## config.mk

```make
export PLATFORM = sky130hd
export DESIGN_NAME = fwd_source_pipe_flat
export DESIGN_NICKNAME = d
export VERILOG_FILES = /design/src/rtl/fwd_pkg.sv /design/src/rtl/fwd_source_pipe_if.sv /design/src/rtl/fwd_slot.sv /design/src/rtl/fwd_source_pipe.sv /design/src/flat_wrapper.sv
export SDC_FILE = /design/constraint.sdc
export NUM_CORES = 1
export LEC_CHECK = 0
export BUFFER_PORTS_ARGS = -buffer_cell sky130_fd_sc_hd__buf_4
export CAP_MARGIN = 20
export CORE_ASPECT_RATIO = 1.2
export CORE_UTILIZATION = 50
export CTS_CLUSTER_DIAMETER = 50
export DETAILED_ROUTE_END_ITERATION = 8
export PLACE_DENSITY = 0.91
export REMOVE_ABC_BUFFERS = 1
export SYNTH_ARGS = -nofsm -noshare
export SYNTH_HDL_FRONTEND = slang
export SYNTH_SLANG_ARGS = --single-unit
```

## constraint.sdc

```tcl
create_clock -name clk -period 4.5 [get_ports clk]
set_input_delay 0 -clock clk [delete_from_list [all_inputs] [get_ports clk]]
set_output_delay 0 -clock clk [all_outputs]
set_load 0.01 [all_outputs]
```

## src/rtl/fwd_pkg.sv

```systemverilog
// Shared types for the decode-stage bypass producer: result slot layout,
// MEM-slot FSM encoding and the register-zero constant.
package fwd_pkg;

  localparam int FWD_ADDR_W = 6;
  localparam int FWD_DATA_W = 32;

  localparam logic [FWD_ADDR_W-1:0] REG_ZERO = {FWD_ADDR_W{1'b0}};

  typedef enum logic [1:0] {
    MEM_IDLE  = 2'd0,
    MEM_WAIT  = 2'd1,
    MEM_DRAIN = 2'd2
  } mem_state_e;

  // One pipeline result slot. 'ready' is low while a load still waits for data.
  typedef struct packed {
    logic                  valid;
    logic                  reg_en;
    logic                  is_load;
    logic                  ready;
    logic [FWD_ADDR_W-1:0] addr;
    logic [FWD_DATA_W-1:0] data;
  } fwd_slot_t;

  // True when a source register is non-zero and equals a destination register.
  function automatic logic addr_hit(input logic [FWD_ADDR_W-1:0] src,
                                    input logic [FWD_ADDR_W-1:0] dst);
    return (src != REG_ZERO) && (src == dst);
  endfunction

endpackage

```

## src/rtl/fwd_source_pipe_if.sv

```systemverilog
// Bundle of the execute, memory-response, decode, forwarding and
// register-file signals around the bypass producer.
interface fwd_source_pipe_if #(
  parameter int ADDR_W = 6,
  parameter int DATA_W = 32
);

  logic              flush;
  logic              ex_valid;
  logic              ex_reg_en;
  logic [ADDR_W-1:0] ex_reg_addr;
  logic [DATA_W-1:0] ex_reg_data;
  logic              ex_is_load;
  logic              mem_rvalid;
  logic [DATA_W-1:0] mem_rdata;
  logic [ADDR_W-1:0] id_rs_addr;
  logic [ADDR_W-1:0] id_rt_addr;

  logic              fwd_ex_en;
  logic [ADDR_W-1:0] fwd_ex_addr;
  logic [DATA_W-1:0] fwd_ex_data;
  logic              fwd_mem_en;
  logic [ADDR_W-1:0] fwd_mem_addr;
  logic [DATA_W-1:0] fwd_mem_data;
  logic              rf_we;
  logic [ADDR_W-1:0] rf_waddr;
  logic [DATA_W-1:0] rf_wdata;
  logic              ex_hold;
  logic              load_use_stall;
  logic              protocol_err;

  // Surrounding pipeline side.
  modport master (
    output flush, ex_valid, ex_reg_en, ex_reg_addr, ex_reg_data, ex_is_load,
    output mem_rvalid, mem_rdata, id_rs_addr, id_rt_addr,
    input  fwd_ex_en, fwd_ex_addr, fwd_ex_data, fwd_mem_en, fwd_mem_addr, fwd_mem_data,
    input  rf_we, rf_waddr, rf_wdata, ex_hold, load_use_stall, protocol_err
  );

  // Bypass producer side.
  modport slave (
    input  flush, ex_valid, ex_reg_en, ex_reg_addr, ex_reg_data, ex_is_load,
    input  mem_rvalid, mem_rdata, id_rs_addr, id_rt_addr,
    output fwd_ex_en, fwd_ex_addr, fwd_ex_data, fwd_mem_en, fwd_mem_addr, fwd_mem_data,
    output rf_we, rf_waddr, rf_wdata, ex_hold, load_use_stall, protocol_err
  );

endinterface

```

## src/rtl/fwd_slot.sv

```systemverilog
// One clocked result slot. Priority: reset, then kill, then load, else hold.
module fwd_slot
  import fwd_pkg::*;
(
  input  logic      clk,
  input  logic      resetn,
  input  logic      load_en,
  input  logic      kill,
  input  fwd_slot_t d,
  output fwd_slot_t q
);

  fwd_slot_t q_r;

  // Slot register: clear on reset or kill, capture on load, otherwise keep.
  always_ff @(posedge clk) begin
    if (!resetn) begin
      q_r <= '0;
    end else if (kill) begin
      q_r <= '0;
    end else if (load_en) begin
      q_r <= d;
    end else begin
      q_r <= q_r;
    end
  end

  assign q = q_r;

endmodule

```

## src/rtl/fwd_source_pipe.sv

```systemverilog
// Producer side of the decode-stage bypass network. Holds the EX/MEM and
// MEM/WB result slots, sequences multi-cycle loads in MEM, and drives the
// EX/MEM forwarding sources, the register-file write port and the load-use stall.
module fwd_source_pipe
  import fwd_pkg::*;
#(
  parameter int ADDR_W = FWD_ADDR_W,
  parameter int DATA_W = FWD_DATA_W
) (
  input  logic          clk,
  input  logic          resetn,
  fwd_source_pipe_if.slave bus
);

  localparam logic [1:0] ST_IDLE  = MEM_IDLE;
  localparam logic [1:0] ST_WAIT  = MEM_WAIT;
  localparam logic [1:0] ST_DRAIN = MEM_DRAIN;

  logic [1:0]        state_r;
  logic [1:0]        state_nxt_s;
  fwd_slot_t         mem_q_s;
  fwd_slot_t         mem_d_s;
  logic              mem_load_s;
  logic              mem_kill_s;
  fwd_slot_t         wb_q_s;
  fwd_slot_t         wb_d_s;
  fwd_slot_t         ex_slot_s;
  logic              err_set_s;
  logic              protocol_err_r;
  logic              ex_load_s;
  logic              wait_dest_s;
  logic [ADDR_W-1:0] rs_s;
  logic [ADDR_W-1:0] rt_s;
  logic [DATA_W-1:0] ex_load_data_s;
  logic [1:0]        unused_wb_s;

  assign rs_s = bus.id_rs_addr;
  assign rt_s = bus.id_rt_addr;

  // EX source is a pure pass-through; loads never forward from EX.
  assign bus.fwd_ex_en   = bus.ex_valid & bus.ex_reg_en & ~bus.ex_is_load &
                           (bus.ex_reg_addr != REG_ZERO);
  assign bus.fwd_ex_addr = bus.ex_reg_addr;
  assign bus.fwd_ex_data = bus.ex_reg_data;

  // A load whose response arrives in the accept cycle is complete on entry.
  assign ex_load_data_s = bus.mem_rvalid ? bus.mem_rdata : {DATA_W{1'b0}};

  // Candidate MEM-slot contents built from the EX stage (bubble when EX invalid).
  always_comb begin
    ex_slot_s = '0;
    if (bus.ex_valid) begin
      ex_slot_s.valid   = 1'b1;
      ex_slot_s.reg_en  = bus.ex_reg_en;
      ex_slot_s.is_load = bus.ex_is_load;
      ex_slot_s.ready   = ~bus.ex_is_load | bus.mem_rvalid;
      ex_slot_s.addr    = bus.ex_reg_addr;
      ex_slot_s.data    = bus.ex_is_load ? ex_load_data_s : bus.ex_reg_data;
    end else begin
      ex_slot_s = '0;
    end
  end

  // MEM-slot FSM: accept from EX in IDLE, wait for load data, drain a flushed load's response.
  always_comb begin
    state_nxt_s = state_r;
    mem_load_s  = 1'b0;
    mem_kill_s  = 1'b0;
    mem_d_s     = mem_q_s;
    err_set_s   = 1'b0;
    case (state_r)
      ST_IDLE: begin
        if (bus.flush) begin
          mem_kill_s  = 1'b1;
          err_set_s   = bus.mem_rvalid;
          state_nxt_s = ST_IDLE;
        end else begin
          mem_load_s = 1'b1;
          mem_d_s    = ex_slot_s;
          err_set_s  = bus.mem_rvalid & ~(bus.ex_valid & bus.ex_is_load);
          if (bus.ex_valid & bus.ex_is_load & ~bus.mem_rvalid) begin
            state_nxt_s = ST_WAIT;
          end else begin
            state_nxt_s = ST_IDLE;
          end
        end
      end
      ST_WAIT: begin
        if (bus.mem_rvalid) begin
          // Response consumed either way; a simultaneous flush kills the slot.
          if (bus.flush) begin
            mem_kill_s = 1'b1;
          end else begin
            mem_load_s    = 1'b1;
            mem_d_s.data  = bus.mem_rdata;
            mem_d_s.ready = 1'b1;
          end
          state_nxt_s = ST_IDLE;
        end else if (bus.flush) begin
          mem_kill_s  = 1'b1;
          state_nxt_s = ST_DRAIN;
        end else begin
          state_nxt_s = ST_WAIT;
        end
      end
      ST_DRAIN: begin
        mem_kill_s = 1'b1;
        if (bus.mem_rvalid) begin
          state_nxt_s = ST_IDLE;
        end else begin
          state_nxt_s = ST_DRAIN;
        end
      end
      default: begin
        mem_kill_s  = 1'b1;
        state_nxt_s = ST_IDLE;
      end
    endcase
  end

  // MEM-slot state register and sticky protocol-error flag.
  always_ff @(posedge clk) begin
    if (!resetn) begin
      state_r        <= ST_IDLE;
      protocol_err_r <= 1'b0;
    end else begin
      state_r        <= state_nxt_s;
      protocol_err_r <= protocol_err_r | err_set_s;
    end
  end

  fwd_slot u_mem_slot (
    .clk     (clk),
    .resetn  (resetn),
    .load_en (mem_load_s),
    .kill    (mem_kill_s),
    .d       (mem_d_s),
    .q       (mem_q_s)
  );

  // WB takes only completed, unflushed MEM results; anything else becomes a bubble.
  always_comb begin
    wb_d_s = '0;
    if (mem_q_s.valid & mem_q_s.ready & ~bus.flush) begin
      wb_d_s = mem_q_s;
    end else begin
      wb_d_s = '0;
    end
  end

  fwd_slot u_wb_slot (
    .clk     (clk),
    .resetn  (resetn),
    .load_en (1'b1),
    .kill    (1'b0),
    .d       (wb_d_s),
    .q       (wb_q_s)
  );

  assign unused_wb_s = {wb_q_s.is_load, wb_q_s.ready};

  assign bus.fwd_mem_en   = mem_q_s.valid & mem_q_s.reg_en & mem_q_s.ready &
                            (mem_q_s.addr != REG_ZERO);
  assign bus.fwd_mem_addr = mem_q_s.addr;
  assign bus.fwd_mem_data = mem_q_s.data;

  assign bus.rf_we    = wb_q_s.valid & wb_q_s.reg_en & (wb_q_s.addr != REG_ZERO);
  assign bus.rf_waddr = wb_q_s.addr;
  assign bus.rf_wdata = wb_q_s.data;

  assign bus.ex_hold      = (state_r == ST_WAIT) | (state_r == ST_DRAIN);
  assign bus.protocol_err = protocol_err_r;

  // Load-use: a source produced by the EX load or by the load waiting in MEM.
  assign ex_load_s   = bus.ex_valid & bus.ex_is_load & bus.ex_reg_en;
  assign wait_dest_s = (state_r == ST_WAIT) & mem_q_s.valid & mem_q_s.reg_en;

  assign bus.load_use_stall =
      (ex_load_s   & (addr_hit(rs_s, bus.ex_reg_addr) | addr_hit(rt_s, bus.ex_reg_addr))) |
      (wait_dest_s & (addr_hit(rs_s, mem_q_s.addr)    | addr_hit(rt_s, mem_q_s.addr)));

endmodule

```

## src/flat_wrapper.sv

```systemverilog
// flat-port wrapper written by rule: the top's interface ports become plain ports
module fwd_source_pipe_flat import fwd_pkg::*;
#(
  parameter int ADDR_W = FWD_ADDR_W,
  parameter int DATA_W = FWD_DATA_W
)
  (clk, resetn, bus_flush, bus_ex_valid, bus_ex_reg_en, bus_ex_reg_addr, bus_ex_reg_data, bus_ex_is_load, bus_mem_rvalid, bus_mem_rdata, bus_id_rs_addr, bus_id_rt_addr, bus_fwd_ex_en, bus_fwd_ex_addr, bus_fwd_ex_data, bus_fwd_mem_en, bus_fwd_mem_addr, bus_fwd_mem_data, bus_rf_we, bus_rf_waddr, bus_rf_wdata, bus_ex_hold, bus_load_use_stall, bus_protocol_err);
  fwd_source_pipe_if #(.ADDR_W(ADDR_W), .DATA_W(DATA_W)) bus_i ();
  input  logic clk;
  input  logic resetn;
  input wire logic [$bits(bus_i.flush)-1:0] bus_flush;
  input wire logic [$bits(bus_i.ex_valid)-1:0] bus_ex_valid;
  input wire logic [$bits(bus_i.ex_reg_en)-1:0] bus_ex_reg_en;
  input wire logic [$bits(bus_i.ex_reg_addr)-1:0] bus_ex_reg_addr;
  input wire logic [$bits(bus_i.ex_reg_data)-1:0] bus_ex_reg_data;
  input wire logic [$bits(bus_i.ex_is_load)-1:0] bus_ex_is_load;
  input wire logic [$bits(bus_i.mem_rvalid)-1:0] bus_mem_rvalid;
  input wire logic [$bits(bus_i.mem_rdata)-1:0] bus_mem_rdata;
  input wire logic [$bits(bus_i.id_rs_addr)-1:0] bus_id_rs_addr;
  input wire logic [$bits(bus_i.id_rt_addr)-1:0] bus_id_rt_addr;
  output wire logic [$bits(bus_i.fwd_ex_en)-1:0] bus_fwd_ex_en;
  output wire logic [$bits(bus_i.fwd_ex_addr)-1:0] bus_fwd_ex_addr;
  output wire logic [$bits(bus_i.fwd_ex_data)-1:0] bus_fwd_ex_data;
  output wire logic [$bits(bus_i.fwd_mem_en)-1:0] bus_fwd_mem_en;
  output wire logic [$bits(bus_i.fwd_mem_addr)-1:0] bus_fwd_mem_addr;
  output wire logic [$bits(bus_i.fwd_mem_data)-1:0] bus_fwd_mem_data;
  output wire logic [$bits(bus_i.rf_we)-1:0] bus_rf_we;
  output wire logic [$bits(bus_i.rf_waddr)-1:0] bus_rf_waddr;
  output wire logic [$bits(bus_i.rf_wdata)-1:0] bus_rf_wdata;
  output wire logic [$bits(bus_i.ex_hold)-1:0] bus_ex_hold;
  output wire logic [$bits(bus_i.load_use_stall)-1:0] bus_load_use_stall;
  output wire logic [$bits(bus_i.protocol_err)-1:0] bus_protocol_err;
  assign bus_i.flush = bus_flush;
  assign bus_i.ex_valid = bus_ex_valid;
  assign bus_i.ex_reg_en = bus_ex_reg_en;
  assign bus_i.ex_reg_addr = bus_ex_reg_addr;
  assign bus_i.ex_reg_data = bus_ex_reg_data;
  assign bus_i.ex_is_load = bus_ex_is_load;
  assign bus_i.mem_rvalid = bus_mem_rvalid;
  assign bus_i.mem_rdata = bus_mem_rdata;
  assign bus_i.id_rs_addr = bus_id_rs_addr;
  assign bus_i.id_rt_addr = bus_id_rt_addr;
  assign bus_fwd_ex_en = bus_i.fwd_ex_en;
  assign bus_fwd_ex_addr = bus_i.fwd_ex_addr;
  assign bus_fwd_ex_data = bus_i.fwd_ex_data;
  assign bus_fwd_mem_en = bus_i.fwd_mem_en;
  assign bus_fwd_mem_addr = bus_i.fwd_mem_addr;
  assign bus_fwd_mem_data = bus_i.fwd_mem_data;
  assign bus_rf_we = bus_i.rf_we;
  assign bus_rf_waddr = bus_i.rf_waddr;
  assign bus_rf_wdata = bus_i.rf_wdata;
  assign bus_ex_hold = bus_i.ex_hold;
  assign bus_load_use_stall = bus_i.load_use_stall;
  assign bus_protocol_err = bus_i.protocol_err;
  fwd_source_pipe #(.ADDR_W(ADDR_W), .DATA_W(DATA_W)) u_core (.clk(clk), .resetn(resetn), .bus(bus_i));
endmodule
```

==> impl_metrics.env, run 1 <==
export IMPL_fin_worst_skew_ns=0.0159
export IMPL_hpwlAfterDp_mm=8.16
export IMPL_reg2reg_to="u_core.u_mem_slot.q[9]$_SDFFE_PP0P_"
export IMPL_slowest_delay_ns=0.77
export IMPL_antenna_found_initial=0
export IMPL_yosysSeqAreaShare=0.379
export IMPL_route_detailed_drc=0
export IMPL_status="finished clean"
export IMPL_core_sq_mm=0.00861
export IMPL_first_global_vias=3743
export IMPL_rows=37
export IMPL_fin_tns_setup_ns=0
export IMPL_grt_overflow=0
export IMPL_critPathMaxFanout=18
export IMPL_io_buffers=208
export IMPL_cts_root_buf="clkbuf_8"
export IMPL_gp_congestion=0.951
export IMPL_wl_mm=12.0
export IMPL_final_cells=730
export IMPL_synth_cells=470
export IMPL_synth_top_area_frac=0.379
export IMPL_nFillCells=647
export IMPL_cts_buffers=9
export IMPL_final_nets=702
export IMPL_routedWlPerCell_um=16.5
export IMPL_gr_usage_all_layers=0.254
export IMPL_holdPathEnd="u_core.u_mem_slot.q[28]$_SDFFE_PP0P_"
export IMPL_hold_path_cell_count=3
export IMPL_cp_buffers_inverters=3
export IMPL_p_per_area_mw_per_mm2=282
export IMPL_relSlewSlack=0.254
export IMPL_multi_input_area_sq_mm=0.00173
export IMPL_crit_chain="inv_1 > ha_1 > nor3_4 > buf_4 > a221oi_2 > dlygate4sd3_1 > nor3_1"
export IMPL_drv_slew=0
export IMPL_grt_max_degree=42
export IMPL_post_route_util=0.694
export IMPL_fin_area_sq_mm=0.00598
export IMPL_die_y_um=105
export IMPL_r2r_setup_slack_ns=1.53
export IMPL_rr_worst_depth=7
export IMPL_die_w_um=88.0
export IMPL_synth_most_common_cell="buf_4"
export IMPL_start_util=0.515
export IMPL_ios=209
export IMPL_fin_crit_ns=2.97
export IMPL_critPathLaunchType="flop"
export IMPL_maxCapViolations=0
export IMPL_worstPathArrival_ns=3.23
export IMPL_drive_above_1_share=0.427
export IMPL_viasPerCell=5.16
export IMPL_avgSynthCellArea_sq_um=9.43
export IMPL_htreeDepth=3
export IMPL_rsz0062_at_grt="false"
export IMPL_required_ns=4.76
export IMPL_cp_slowest_cell="nor3_4"
export IMPL_min_from="bus_mem_rdata[28]"
export IMPL_die_area_sq_mm=0.00925
export IMPL_yosys_top_cells_count="114 x buf_4, 84 x dfxtp_1, 40 x nor2_1, 39 x and2_1, 35 x nor3_1"
export IMPL_leakage_nw=2.82
export IMPL_clk_pin_slew_ns=0.09
export IMPL_register_area_sq_mm=0.00168
export IMPL_yosysTopAreaCell="dfxtp_1"
export IMPL_hold_ws_ns=0.0102
export IMPL_cts_buffer_depth=2
export IMPL_placedCellCount=656
export IMPL_synth_seq_cells=84
export IMPL_pre_cts_ws_ns=2.05
export IMPL_vias=3765
export IMPL_setup_viol_count_final=0
export IMPL_ys_types=36
export IMPL_rr_startpoint="u_core.state_r[1]$_SDFF_PN0_"
export IMPL_layout_setup_ws_ns=1.53
export IMPL_min_path_type="in -> reg"
export IMPL_worstSetupPathType="reg -> reg"
export IMPL_placed_area_sq_mm=0.00513
export IMPL_synth_edf_count=0
export IMPL_grt_pass1_wl_mm=18.1
export IMPL_synth_area_sq_mm=0.00443
export IMPL_timing_final_crit_share=0.660
export IMPL_cp_end_kind="flop"
export IMPL_ant_nets=0
export IMPL_ir_worst_vdd_mv=0.222
export IMPL_cts_resized=0
export IMPL_critical_path_top_delay_family="buffers and inverters"
export IMPL_dr_pass1_iters=4
export IMPL_synth_ff_type="dfxtp_1"
export IMPL_drt_initial_drc_count=134
export IMPL_fmax_mhz=337
export IMPL_yosysWarnings=0
export IMPL_tightest_slew_ns=1.11
export IMPL_finalPower_mw=1.69
export IMPL_hold_viol=0
export IMPL_netlist_top_cells_area="dfxtp_1 38%, buf_4 19%, a221oi_2 10%"
export IMPL_diodes=0
export IMPL_clkLatencyLatePin_ns=0.34
export IMPL_syn_to_final_growth_pct=34.8
export IMPL_cts_sinks=84
export IMPL_async_reset_ff_frac=0
export IMPL_cts_tree="built"
## kinds of logic after synthesis
kind of cell               synth area share
AOI/OAI and AO/OA                     0.141
xor gates and xnor gates             0.0474
adders and majority gates            0.0113
buffers and inverters                 0.234
DFF                                   0.379
muxes                               0.00226
and+or+nand+nor                       0.185
## registers in the layout, summed over array words and instances, names as in the netlist
signal	count
u_core.u_mem_slot.q	41
u_core.u_wb_slot.q	40
u_core.state_r	2
u_core.bus.protocol_err	1
## worst max path at each step
stage / end / cells past startpoint / startpoint
3_3_place_gp: u_core.u_mem_slot.q[2]$_SDFFE_PP0P_ / 6 / u_core.state_r[1]$_SDFF_PN0_
3_5_place_dp: u_core.u_mem_slot.q[2]$_SDFFE_PP0P_ / 6 / u_core.state_r[1]$_SDFF_PN0_
5_1_grt: u_core.u_mem_slot.q[17]$_SDFFE_PP0P_ / 7 / u_core.state_r[1]$_SDFF_PN0_
2_1_floorplan: u_core.u_mem_slot.q[0]$_SDFFE_PP0P_ / 4 / u_core.state_r[1]$_SDFF_PN0_
6_report: u_core.u_mem_slot.q[9]$_SDFFE_PP0P_ / 7 / u_core.state_r[1]$_SDFF_PN0_
4_1_cts: u_core.u_mem_slot.q[24]$_SDFFE_PP0P_ / 7 / u_core.state_r[1]$_SDFF_PN0_
## worst register-to-register path, delay by kind of cell (launching register included)
family                     cells  cell delay, ns
adders and majority gates      1            0.35
buffers and inverters          3            1.13
DFF                            1            0.36
AOI/OAI and AO/OA              1            0.10
and+or+nand+nor                2            0.95
## cell usage in the layout (no fill, tap or decap), drive strengths merged
master and count:
a221oi 31, and3 1, mux2i 1, bufinv 2, clkbuf 10, nor3 36, nor2 40, or2 1
nand2b 2, o21ai 1, a31oi 3, nor4 7, o22ai 1, nand3b 1, a211oi 4, nand2 14
clkinvlp 2, o311a 1, a22oi 2, a21oi 11, and2 39, dlygate4sd3 56, inv 4, nand3 10
or4 2, or3 1, buf 212, dfxtp 84, nor2b 4, xor2 24, a311oi 1, o21bai 1
ha 4
## area by class of cell
type                       instances  share of cell area
tap                              117              0.0245
sequential                        84               0.281
clock buffer                      10              0.0230
multi-input combinational        243               0.289
inverter                           3             0.00188
clock inverter                     5              0.0140
timing repair buffer             268               0.367
## repair_timing
action | 4_1_cts | 5_1_grt
hold buffers | 56 | 0
buffers inserted | 0 | 0
endpoints found under the hold margin | 40 | 0
## where the power goes
group / total (mW) / internal [mW] / leakage, nW / switching (mW)
Sequential: 0.777 / 0.761 / 0.683 / 0.0159
Combinational: 0.312 / 0.172 / 2.03 / 0.140
Clock: 0.598 / 0.327 / 0.105 / 0.270
Total: 1.69 / 1.26 / 2.82 / 0.426
## metal layers
| layer | wire length, um | GRT usage |
|---|---|---|
| met5 | 0 | 0 |
| met4 | 288 | 0.118 |
| met3 | 676 | 0.0427 |
| met2 | 6530 | 0.458 |
| met1 | 4550 | 0.280 |
(Power assumes the default switching activity.)
==> run 2: changes to the inputs <==
- CORE_UTILIZATION: 50 -> 42
- PLACE_DENSITY: 0.91 -> 0.82
- clock period: 4.5 -> 2.5 ns (I/O delays scaled with it)
==> run 2 against run 1 <==
The run now ends with hold timing left. Worst setup slack worse by 1.2 ns. Critical path depth is 1 lower. Count of clock-buffer cells in the layout is 1 higher. Fmax is 38% higher. Register-to-register slack worse by 1.2 ns. Final cell count is 0.55% lower. Via count is 1.9% lower. Hold slack worse by 0.025 ns. First-iteration DRC count is 18% higher. Clock power is 120% higher. Critical path type unchanged. Highest routed layer unchanged.
==> impl_metrics.env, run 2 (synthesis results as in run 1) <==
export IMPL_cts_sinks=84
export IMPL_relSlewSlack=0.335
export IMPL_cts_root_buf="clkbuf_16"
export IMPL_power_switching_mw=0.805
export IMPL_drt_initial_drc_count=158
export IMPL_fmax_mhz=464
export IMPL_drive_above_1_share=0.438
export IMPL_core_sq_mm=0.0102
export IMPL_mostFrequentLayoutCell="buf_4"
export IMPL_r2r_setup_slack_ns=0.35
export IMPL_cts_tree="built"
export IMPL_cp_startpoint="u_core.state_r[0]$_SDFF_PN0_"
export IMPL_start_util=0.436
export IMPL_clkLatencyLatePin_ns=0.34
export IMPL_worstPathArrival_ns=2.41
export IMPL_syn_to_final_growth_pct=33.1
export IMPL_grt_pass1_wl_mm=17.7
export IMPL_ant_nets=0
export IMPL_htreeDepth=3
export IMPL_cp_end_kind="flop"
export IMPL_cts_buffers=9
export IMPL_die_w_um=95.8
export IMPL_maxCapViolations=0
export IMPL_power_frac_seq=0.431
export IMPL_vias=3693
export IMPL_required_ns=2.75
export IMPL_die_area_sq_mm=0.0110
export IMPL_final_cell_mix="212 x buf_4, 84 x dfxtp_1, 40 x nor2_1, 40 x dlygate4sd3_1, 39 x and2_1"
export IMPL_dr_pass1_iters=4
export IMPL_clk_pin_slew_ns=0.07
export IMPL_power_share_switching=0.248
export IMPL_tightest_slew_ns=0.997
export IMPL_combinationalPowerShare=0.163
export IMPL_p_int_mw=2.44
export IMPL_critPathMaxFanout=31
export IMPL_grt_overflow=0
export IMPL_hold_path_cell_count=3
export IMPL_io_buffers=208
export IMPL_setup_viol_count_final=0
export IMPL_drv_slew=0
export IMPL_status="complete, but fails checks"
export IMPL_p_clk_frac=0.406
export IMPL_fin_area_sq_mm=0.00590
export IMPL_rsz0062_at_grt="false"
export IMPL_antenna_found_initial=0
export IMPL_critPathLaunchType="flop"
export IMPL_violations="hold timing"
export IMPL_rows=40
export IMPL_fin_crit_ns=2.15
export IMPL_gr_usage_all_layers=0.211
export IMPL_diodes=0
export IMPL_largest_register_ffs=41
export IMPL_reg2reg_to="u_core.u_mem_slot.q[2]$_SDFFE_PP0P_"
export IMPL_gp_congestion=0.896
export IMPL_die_y_um=115
export IMPL_final_cells=726
export IMPL_first_global_vias=3685
export IMPL_final_nets=688
export IMPL_ios=209
export IMPL_route_detailed_drc=0
export IMPL_viasPerCell=5.09
export IMPL_wl_mm=11.8
export IMPL_hpwlAfterDp_mm=7.99
export IMPL_ir_worst_vdd_mv=0.283
export IMPL_rr_startpoint="u_core.state_r[0]$_SDFF_PN0_"
export IMPL_hold_viol=1
export IMPL_grt_max_degree=41
export IMPL_cts_buffer_depth=2
export IMPL_placed_area_sq_mm=0.00521
export IMPL_critPathCapture="u_core.u_mem_slot.q[2]$_SDFFE_PP0P_"
export IMPL_p_per_area_mw_per_mm2=550
export IMPL_min_path_type="in -> reg"
export IMPL_routedWlPerCell_um=16.2
export IMPL_fin_worst_skew_ns=0.00793
export IMPL_hold_ws_ns=-0.0147
export IMPL_rr_worst_depth=6
export IMPL_worstSetupPathType="reg -> reg"
export IMPL_fin_tns_setup_ns=0
export IMPL_leakage_nw=2.79
export IMPL_timing_final_crit_share=0.862
export IMPL_placedCellCount=670
run 2: cell type report:
cell class | count | area (sq um)
multi-input combinational | 243 | 1730
tap | 126 | 158
clock buffer | 11 | 233
inverter | 3 | 11.3
timing repair buffer | 254 | 2030
clock inverter | 5 | 61.3
sequential | 84 | 1680
fill | 847 | 4260
run 2: power by group through the flow:
stage | combinational [mW] | clock (mW) | sequential [mW]
after floorplan | 0.152 | 0 | 1.44
after CTS | 0.529 | 1.35 | 1.40
final | 0.529 | 1.32 | 1.40
after global placement | 0.462 | 0 | 1.43
after global routing | 0.568 | 1.41 | 1.40
after detailed placement | 0.477 | 0 | 1.43
run 2: worst min-delay path by stage:
stage                         from                                   end  slack, ns
6_report         bus_mem_rdata[26]  u_core.u_mem_slot.q[26]$_SDFFE_PP0P_      -0.01
5_1_grt        bus_ex_reg_data[29]  u_core.u_mem_slot.q[29]$_SDFFE_PP0P_       0.01
4_1_cts         bus_ex_reg_data[7]   u_core.u_mem_slot.q[7]$_SDFFE_PP0P_     0.0003
3_5_place_dp   bus_ex_reg_data[30]                   bus_fwd_ex_data[30]       0.19
3_3_place_gp   bus_ex_reg_data[30]                   bus_fwd_ex_data[30]       0.18
2_1_floorplan   bus_ex_reg_addr[0]                    bus_fwd_ex_addr[0]          0
run 2: metal layers:
| metal | GRT usage | vias to the layer above | part of all wire |
|---|---|---|---|
| met5 | 0 | - | 0 |
| met4 | 0.111 | 0 | 0.034 |
| met3 | 0.0398 | 35 | 0.055 |
| met2 | 0.386 | 158 | 0.53 |
| met1 | 0.224 | 1759 | 0.38 |
| li1 | - | 1741 | - |
run 2: per-stage QoR:
stage	power (mW)	hold slack [ns]	util	worst slack, ns
final	3.24	-0.0147	0.581	0.345
after global routing	3.38	0.00971	0.581	0.150
after CTS	3.27	0.000335	0.581	0.300
after detailed placement	1.91	0.187	0.513	0.379
after global placement	1.89	0.185	0.511	0.482
after floorplan	1.59	0	-	0.0253
run 2: critical path, cell delays in order (launching register included):
cell and delay, ns:
dfxtp_1 0.36, inv_1 0.08, ha_1 0.29, mux2i_1 0.18, or2_2 0.80, a221oi_1 0.10, nor3_1 0.26
run 2: what timing repair did:
item / CTS / global route
resized for setup: 0 / 0
hold endpoints to repair: 32 / 0
hold buffers: 40 / 0
buffers inserted: 0 / 0
==> run 3: changes to the inputs <==
- ABC_AREA: default -> 1
- CAP_MARGIN: 20 -> default
- CORE_UTILIZATION: 42 -> 44
- PLACE_DENSITY: 0.82 -> 0.84
==> run 3 against run 2 <==
The run ends with DRC left. Clock skew decreased by 0.00084 ns. Combinational power increased by 4.3%. Hold slack improved by 0.034 ns. First-iteration DRC count increased by 44%. Via count increased by 21%. Flip-flop and latch count unchanged. Wire length increased by 9.9%. Worst setup slack got worse by 0.047 ns. Register-to-register slack got worse by 0.05 ns. Highest routed layer unchanged.
==> impl_metrics.env, run 3 <==
export IMPL_status="complete, but fails checks"
export IMPL_violations="DRC"
export IMPL_avgSynthCellArea_sq_um=7.12
export IMPL_drive_above_1_share=0.297
export IMPL_largest_register_ffs=41
export IMPL_tightest_slew_ns=0.720
export IMPL_relSlewSlack=0.519
export IMPL_die_y_um=117
export IMPL_fmax_mhz=454
export IMPL_rows=41
export IMPL_grt_max_degree=68
export IMPL_ant_nets=0
export IMPL_diodes=0
export IMPL_cp_slowest_cell="nor2_4"
export IMPL_routedWlPerCell_um=13.8
export IMPL_critPathLaunchType="flop"
export IMPL_drt_initial_drc_count=227
export IMPL_yosysSeqAreaShare=0.345
export IMPL_cp_buffers_inverters=2
export IMPL_leakage_nw=2.89
export IMPL_synth_top_area_frac=0.345
export IMPL_ys_types=25
export IMPL_critical_path_top_delay_family="simple AND/OR/NAND/NOR gates"
export IMPL_rr_worst_depth=7
export IMPL_start_util=0.458
export IMPL_clkLatencyLatePin_ns=0.34
export IMPL_rr_startpoint="u_core.state_r[1]$_SDFF_PN0_"
export IMPL_final_cell_mix="213 x buf_4, 89 x inv_1, 84 x nand2_1, 84 x dfxtp_1, 76 x a21oi_1"
export IMPL_vias=4473
export IMPL_grt_overflow=0
export IMPL_die_w_um=98.0
export IMPL_p_per_area_mw_per_mm2=525
export IMPL_async_reset_ff_frac=0
export IMPL_fin_tns_setup_ns=0
export IMPL_cts_sinks=84
export IMPL_dr_pass1_iters=9
export IMPL_nFillCells=931
export IMPL_crit_chain="inv_1 > ha_2 > o21ai_4 > nor2_4 > inv_4 > a21oi_1 > a21oi_1"
export IMPL_rsz0062_at_grt="false"
export IMPL_yosysWarnings=0
export IMPL_hold_ws_ns=0.0194
export IMPL_cts_tree="built"
export IMPL_worstSetupPathType="reg -> reg"
export IMPL_drv_slew=0
export IMPL_synth_ff_type="dfxtp_1"
export IMPL_antenna_found_initial=0
export IMPL_holdPathEnd="u_core.u_mem_slot.q[3]$_SDFFE_PP0P_"
export IMPL_synth_edf_count=0
export IMPL_slowest_delay_ns=0.56
export IMPL_synth_seq_cells=84
export IMPL_cpMostUsedCell="a21oi_1"
export IMPL_cp_end_kind="flop"
export IMPL_io_buffers=208
export IMPL_required_ns=2.73
export IMPL_netlist_top_cells_area="dfxtp_1 35%, buf_4 18%, a21oi_1 7.8%"
export IMPL_hold_path_cell_count=5
export IMPL_gp_congestion=0.826
export IMPL_worstPathArrival_ns=2.43
export IMPL_yosys_top_cells_count="118 x buf_4, 89 x inv_1, 84 x dfxtp_1, 84 x nand2_1, 76 x a21oi_1"
export IMPL_fin_worst_skew_ns=0.00708
export IMPL_setup_viol_count_final=0
export IMPL_min_from="bus_ex_reg_data[3]"
export IMPL_core_sq_mm=0.0106
export IMPL_hold_viol=0
export IMPL_viasPerCell=4.77
export IMPL_reg2reg_to="u_core.u_mem_slot.q[7]$_SDFFE_PP0P_"
export IMPL_mostFrequentLayoutCell="buf_4"
export IMPL_syn_to_final_growth_pct=29.2
export IMPL_yosysTopAreaCell="dfxtp_1"
export IMPL_timing_final_crit_share=0.881
export IMPL_fin_area_sq_mm=0.00629
export IMPL_gr_usage_all_layers=0.220
export IMPL_post_route_util=0.592
export IMPL_final_nets=897
export IMPL_wl_mm=12.9
export IMPL_route_detailed_drc=15
export IMPL_synth_most_common_cell="buf_4"
export IMPL_clk_pin_slew_ns=0.07
export IMPL_cts_root_buf="clkbuf_16"
export IMPL_first_global_vias=4210
export IMPL_maxCapViolations=0
export IMPL_fin_crit_ns=2.20
export IMPL_r2r_setup_slack_ns=0.30
export IMPL_critPathMaxFanout=33
export IMPL_min_path_type="in -> reg"
export IMPL_htreeDepth=3
export IMPL_ios=209
export IMPL_cts_buffer_depth=2
export IMPL_ir_worst_vdd_mv=0.317
export IMPL_grt_pass1_wl_mm=20.0
export IMPL_die_area_sq_mm=0.0115
export IMPL_cts_resized=0
export IMPL_hpwlAfterDp_mm=8.91
export IMPL_placed_area_sq_mm=0.00558
export IMPL_synth_area_sq_mm=0.00487
export IMPL_cts_buffers=9
export IMPL_synth_cells=684
[run 3: routing by layer]
metal / up-vias / GRT usage / share of wire
met1: 2006 / 0.248 / 0.39
met4: 0 / 0.0828 / 0.014
met3: 19 / 0.0481 / 0.073
met5: - / 0 / 0
met2: 182 / 0.408 / 0.52
li1: 2266 / - / -
[run 3: worst max-delay path by stage]
stage / startpoint / end / depth (start not counted)
after floorplan: u_core.state_r[1]$_SDFF_PN0_ / u_core.u_mem_slot.q[30]$_SDFFE_PP0P_ / 7
after global routing: u_core.state_r[1]$_SDFF_PN0_ / u_core.u_mem_slot.q[29]$_SDFFE_PP0P_ / 7
after detailed placement: u_core.state_r[1]$_SDFF_PN0_ / u_core.u_mem_slot.q[4]$_SDFFE_PP0P_ / 7
final: u_core.state_r[1]$_SDFF_PN0_ / u_core.u_mem_slot.q[7]$_SDFFE_PP0P_ / 7
after CTS: u_core.state_r[1]$_SDFF_PN0_ / u_core.u_mem_slot.q[1]$_SDFFE_PP0P_ / 7
after global placement: u_core.state_r[1]$_SDFF_PN0_ / u_core.u_mem_slot.q[6]$_SDFFE_PP0P_ / 7
[run 3: what timing repair did]
action / CTS / global route
endpoints found under the hold margin: 42 / 0
buffers inserted: 0 / 0
hold buffers: 41 / 0
[run 3: through the flow]
stage | setup WS, ns | power, mW | std cells
6_report | 0.298 | 3.30 | 938
5_1_grt | 0.0468 | 3.44 | 938
4_1_cts | 0.298 | 3.32 | 938
3_5_place_dp | 0.311 | 1.91 | 881
3_3_place_gp | 0.355 | 1.91 | 881
2_1_floorplan | 0.249 | 1.60 | 539
[run 3: power by group]
part           switching (mW)  internal (mW)
Clock                   0.579          0.782
Combinational           0.271          0.281
Sequential             0.0239           1.36
Total                   0.874           2.43
[run 3: worst min-delay path, delay by kind of cell]
kind	cells	cell delay, ns
AND/OR/NAND/NOR	1	0.05
AO/OA/AOI/OAI	2	0.11
buffers and inverters	2	0.16
[run 3: cell type report]
type / instances / area (sq um) / share of cell area
clock inverters: 6 / 70.1 / 0.0111
repair buffers: 254 / 2010 / 0.319
clock buffers: 10 / 229 / 0.0364
multi-input cells: 363 / 1790 / 0.285
flip-flops and latches: 84 / 1680 / 0.267
inverters: 92 / 348 / 0.0553
well taps: 129 / 161 / 0.0257
[run 3: kinds of logic after synthesis]
group	synth area share
buffers and inverters	0.287
and+or+nand+nor	0.164
AOI/OAI and AO/OA	0.153
DFF	0.345
xor gates and xnor gates	0.0396
adders and majority gates	0.0103
